==> src/rtl/fetch_stage.sv <==
// fetch_stage: instruction-fetch stage owning the PC and the IF/ID pipeline register.
//   clk, rst_n       : rising-edge clock, asynchronous active-low reset
//   imem_pc          : current PC to instruction memory (raw byte address)
//   imem_instr       : instruction returned combinationally for imem_pc
//   stall            : hold PC, IF/ID, state and fetch counter
//   redirect         : taken branch/jump from EX; wins over stall
//   redirect_pc      : redirect target (low two bits dropped, flagged if nonzero)
//   if_id_pc         : PC of the instruction held in IF/ID
//   if_id_instr      : instruction held in IF/ID (NOP_INSTR when a bubble)
//   if_id_valid      : IF/ID holds a real instruction
//   halted           : fetch stopped after seeing HALT_INSTR
//   misaligned       : sticky, some redirect target was not word aligned
//   fetch_count      : instructions written into IF/ID with valid=1
module fetch_stage #(
    parameter logic [63:0] RESET_PC   = 64'd0,
    parameter logic [31:0] NOP_INSTR  = 32'h0000_0013,
    parameter logic [31:0] HALT_INSTR = 32'h0000_0000
) (
    input  logic        clk,
    input  logic        rst_n,
    output logic [63:0] imem_pc,
    input  logic [31:0] imem_instr,
    input  logic        stall,
    input  logic        redirect,
    input  logic [63:0] redirect_pc,
    output logic [63:0] if_id_pc,
    output logic [31:0] if_id_instr,
    output logic        if_id_valid,
    output logic        halted,
    output logic        misaligned,
    output logic [31:0] fetch_count
);
    typedef enum logic {RUN, HALTED} state_t;

    state_t      state;
    logic [63:0] pc;

    assign imem_pc = pc;

    // Priority per edge: redirect > stall > halted/halt detect > normal fetch.
    // Bubbles clear if_id_pc so a flushed slot never carries a stale address.
    always_ff @(posedge clk or negedge rst_n) begin
        if (!rst_n) begin
            state       <= RUN;
            pc          <= RESET_PC;
            if_id_pc    <= '0;
            if_id_instr <= NOP_INSTR;
            if_id_valid <= 1'b0;
            halted      <= 1'b0;
            misaligned  <= 1'b0;
            fetch_count <= '0;
        end else if (redirect) begin
            state       <= RUN;
            halted      <= 1'b0;
            pc          <= {redirect_pc[63:2], 2'b00};
            if_id_pc    <= '0;
            if_id_instr <= NOP_INSTR;
            if_id_valid <= 1'b0;
            misaligned  <= misaligned | (|redirect_pc[1:0]);
        end else if (!stall) begin
            if (state == HALTED || imem_instr == HALT_INSTR) begin
                state       <= HALTED;
                halted      <= 1'b1;
                if_id_pc    <= '0;
                if_id_instr <= NOP_INSTR;
                if_id_valid <= 1'b0;
            end else begin
                pc          <= pc + 64'd4;
                if_id_pc    <= pc;
                if_id_instr <= imem_instr;
                if_id_valid <= 1'b1;
                fetch_count <= fetch_count + 32'd1;
            end
        end
    end
endmodule

==> config.mk <==
export PLATFORM = sky130hd
export DESIGN_NAME = fetch_stage
export DESIGN_NICKNAME = d
export VERILOG_FILES = /design/src/rtl/fetch_stage.sv
export SDC_FILE = /design/constraint.sdc
export NUM_CORES = 1
export LEC_CHECK = 0
export CORE_ASPECT_RATIO = 1.1
export CORE_MARGIN = 2
export CORE_UTILIZATION = 46
export CTS_CLUSTER_DIAMETER = 80
export DETAILED_ROUTE_END_ITERATION = 8
export PLACE_DENSITY = 0.81
export SKIP_CTS_REPAIR_TIMING = 1
export SLEW_MARGIN = 20
export SYNTH_ARGS = -nofsm -noshare
export SYNTH_HDL_FRONTEND = slang
export SYNTH_SLANG_ARGS = --single-unit
==> constraint.sdc <==
create_clock -name clk -period 2.8 [get_ports clk]
set_input_delay 0.28 -clock clk [delete_from_list [all_inputs] [get_ports clk]]
set_output_delay 0.28 -clock clk [all_outputs]
set_load 0.05 [all_outputs]
Word-level counts from Yosys, hierarchy flattened
Cells that the tools add are included.

storage, ports and cells
  bits of input ports = 100
  output and inout bits = 195
  word-level logic and storage cells = 37
  register bits after elaboration = 195

cells by class
  muxes and demuxes = 15
  reductions and logical operators = 7
  add/subtract/negate cells = 2
  eq/ne operators = 2
  bitwise logic cells = 4

operators by type and width
  cell                   count
  $mux 64                6
  $mux 32                3
  $add 64x3->64 const B  1
  $add 32x1->32 const B  1
  $logic_not 32->1       1
  $mux 1                 6
  $reduce_and 2->1       2
  $not 1->1              3
  $reduce_and 3->1       1
  $ne 2x1->1 const B     1
  $ne 2x2->1 const B     1
  $reduce_bool 2->1      1
  $reduce_or 2->1        1
  $logic_or 1x1->1       1
  $or 1x1->1             1

Logic depth before layout (Yosys ltp)
  depth in word-level cells = 5
  depth in mapped cells = 8

Least setup slack after synthesis
No wires, ideal clock.

  path kind = register to register
  start = reg pc[12] (netlist: imem_pc[12])
  end = reg pc[37] (netlist: imem_pc[37])
  period minus slack after synthesis = 2502 ps
  data required time = 2718 ps
  path buffers = 1
  stages on the path, launching flop included = 7
  library setup time = 82 ps
  slack = 298 ps
  arrival = 2420 ps
  path through = dfrtp_1 -> nand4_4 -> or3_1 -> a211o_1 -> buf_2 -> or4_1 -> a31oi_1

on the way
  word-level cells in the longest chain between the ends = 4

ends and longest elaborated chain
  item                    RTL line  RTL
  from (decl)             36        logic [63:0] pc;
  from (signal assigned)  55        pc <= {redirect_pc[63:2], 2'b00};
  from (signal assigned)  68        pc <= pc + 64'd4;
  $add 64x3->64           68
  $mux 64                 61        if (state == HALTED || imem_instr == HALT_INSTR) begin
  $mux 64                 60        end else if (!stall) begin
  $mux 64                 52        end else if (redirect) begin

No other way between the ends. The select of a mux whose other input is x is not followed.
A chain may end at the register's enable or synchronous reset.

Final worst setup path
  start = reg pc[11] (netlist: imem_pc[11])
  end = reg pc[61] (netlist: imem_pc[61])

Same word-level chain as after synthesis.

==> results.yml <==
cells_and_area:
  final_util_pct: 68.9
  fillers: 1436
  final_area_um2: 12800
  area_growth_pct: 45.6
  drive_gt1_share_pct: 8.22
  nNetsFinal: 1232
yosys:
  yosys_warnings: 0
  syn_avg_cell_area_um2: 10.6
  ys_types: 45
  syn_area_um2: 8770
  synth_seq_cells: 192
  synth-edff-count: 0
  synth_ff_type: "dfrtp_1"
  synth_top_cell_area_share_pct: 53.9
  synth-async-reset-ratio_pct: 100
  yosys-top-cells-count: "dfrtp_1 (189), a22o_1 (87), nand2_1 (56)"
  syn_inst: 829
  synth.area.top_cells: "dfrtp_1 (54%), a22o_1 (8.7%), xor2_1 (3.0%)"
  yosys.area.top_type: "dfrtp_1"
  yosysSeqAreaShare_pct: 54.8
  synth.most_common_cell: "dfrtp_1"
global_routing:
  grt_max_degree: 81
  grt_pass1_vias: 8002
  grt_overflow: 0
  grt_pass1_wl_um: 44300
  antenna_found_initial: 1
  grtUsageTotal_pct: 28.1
die:
  rows: 52
  die_area_um2: 20200
  placeableCoreArea_um2: 18500
  pin_count: 295
  die_y_um: 149
  start_util_pct: 47.3
  die_x_um: 136
clock_network:
  cts_root_buf: "clkbuf_16"
  clock_path_buffers: 2
  htreeDepth: 4
  clock_sinks: 192
  cts_buffers: 17
  clk_latency_ns: 0.45
  cts_tree: "built"
  path_clk_slew_ns: 0.08
timing:
  rsz0062_at_grt: "no"
  final.setup.worst_slack_ns: 0.328
  slew_headroom_pct: 53.4
  finalSetupViolCount: 0
  slew_violations: 0
  hold_violations: 0
  holdWs_ns: 0.272
  min_period_over_period_pct: 88.3
  finalClockSkew_ns: 0.0125
  min_period_ns: 2.47
  worst_pin_slew_ns: 0.696
  fmax_mhz: 405
pwr:
  finalPower_w: 0.00772
  pwr_density_cell_nw_per_um2: 605
  p_leak_nw: 5.23
  ir_worst_vdd_v: 0.000430
worst_setup_path:
  crit_chain: "nand4_4 > or3_1 > a211o_1 > or4_1 > a31oi_1"
  critPathMaxFanout: 10
  slowest_stage: "or4_1"
  regToRegEndpoint: "imem_pc[61]$_DFFE_PN0P_"
  path_buf_inv: 0
  slowest_delay_ns: 0.56
  start_kind: "register"
  worst_r2r_path_depth: 5
  path_class: "register to register"
  r2r_slack_ns: 0.33
  reg2reg_from: "imem_pc[11]$_DFFE_PN0P_"
  endpoint_kind: "register"
  arrival_ns: 2.84
  cp_top_family: "simple AND/OR/NAND/NOR gates"
  cp_data_required_time_ns: 3.17
hold_path:
  hold_start: "redirect"
  min_to: "imem_pc[11]$_DFFE_PN0P_"
  hold_class: "input pin to register"
  hold_depth: 3
placed_design:
  portBuffers: 292
  gp_congestion: 0.858
  dp_hpwl_um: 20600
  placed_area_um2: 12200
  place_ws_ns: -0.00915
run_status:
  status: "completed"
route:
  vias: 8201
  wl_um: 28100
  viasPerCell: 5.91
  drtIter0Drc: 504
  firstDrtPassIters: 5
  antenna_left: 0
  wl_per_cell_um: 20.3
  drc: 0
job:
  drv_cap: 0
[how the worst max path moves through the flow]
stage / startpoint / to / slack (ns) / cells after the start
after global routing: imem_pc[16]$_DFFE_PN0P_ / imem_pc[61]$_DFFE_PN0P_ / 0.19 / 5
after CTS: imem_pc[11]$_DFFE_PN0P_ / imem_pc[61]$_DFFE_PN0P_ / 0.35 / 5
after global placement: imem_instr[25] / imem_pc[28]$_DFFE_PN0P_ / 0.02 / 8
after floorplan: imem_pc[12]$_DFFE_PN0P_ / imem_pc[37]$_DFFE_PN0P_ / 0.30 / 6
final: imem_pc[11]$_DFFE_PN0P_ / imem_pc[61]$_DFFE_PN0P_ / 0.33 / 5
after detailed placement: imem_instr[26] / imem_pc[44]$_DFFE_PN0P_ / -0.009 / 8
[placed cells by master, fill, tap and decap left out, types with 3 or more instances in the layout]
cell,Yosys,routed
a211o_1,4,4
a22o_1,87,87
a31oi_1,40,40
and3_1,12,12
and4_1,6,6
buf_12,0,4
buf_4,3,40
clkbuf_16,0,17
clkdlybuf4s50_1,0,290
clkinv_4,0,3
dfrtp_1,189,189
dfstp_2,3,3
inv_1,11,11
inv_6,0,4
inv_8,0,4
mux2_2,5,5
nand2_1,56,56
nand2b_1,4,4
nand3_1,33,33
nand4_1,29,29
nor2_1,54,54
nor3_1,22,22
nor4_1,24,24
o2111ai_1,10,10
o211ai_1,4,4
o21ai_0,46,46
o22a_1,3,3
o31a_1,3,3
o31ai_1,15,15
or3_1,27,27
or4_1,15,15
xnor2_1,20,20
xor2_1,30,30
[worst reg2reg max path: cells and delay by family, from the launching register on]
family | cells | cell delay (ns)
AOI/OAI and AO/OA | 2 | 0.66
DFF | 1 | 0.52
and+or+nand+nor | 3 | 1.22
[per-layer routing]
layer	wire length, µm	track usage [%]	up-vias
met5	0	0	-
met4	625	9.90	0
met3	2090	5.81	40
met2	13800	46.3	320
met1	11600	37.0	4098
li1	-	-	3743
[logic make-up after synthesis]
logic type,after synthesis,share of synthesized area [%]
buf+inv,68,3.08
simple gates,293,17.8
mux,6,0.756
compound gates,217,18.2
xor+xnor,50,4.99
flops,192,54.8
fa+ha+maj,2,0.285
other cells,1,0.0427
[final cells by class]
type,count,area (µm²),share of cell area [%]
clock inverter,14,146,1.15
tap,243,304,2.38
antenna,1,2.50,0.0196
inverter,12,45.0,0.353
timing repair buffer,337,3310,25.9
multi-input combinational,570,3720,29.1
clock buffer,18,439,3.44
sequential,192,4810,37.6
[sequential cells by signal (all words and copies together) (netlist names)]
register / flops
if_id_instr: 32
misaligned: 1
imem_pc: 62
fetch_count: 32
state: 1
if_id_valid: 1
if_id_pc: 63
[per-stage QoR]
step                instances  setup TNS [ns]
global route             1387               0
floorplan                 830               0
detailed placement       1353         -0.0113
global placement         1353               0
CTS                      1385               0
finish                   1387               0
[power breakdown]
| group | internal (W) | leakage [nW] | switching [W] |
|---|---|---|---|
| registers | 0.00300 | 2.41 | 0.000275 |
| clock network | 0.00122 | 0.285 | 0.00119 |
| logic | 0.000734 | 2.54 | 0.00131 |
Power figures use the tool's default switching activity.
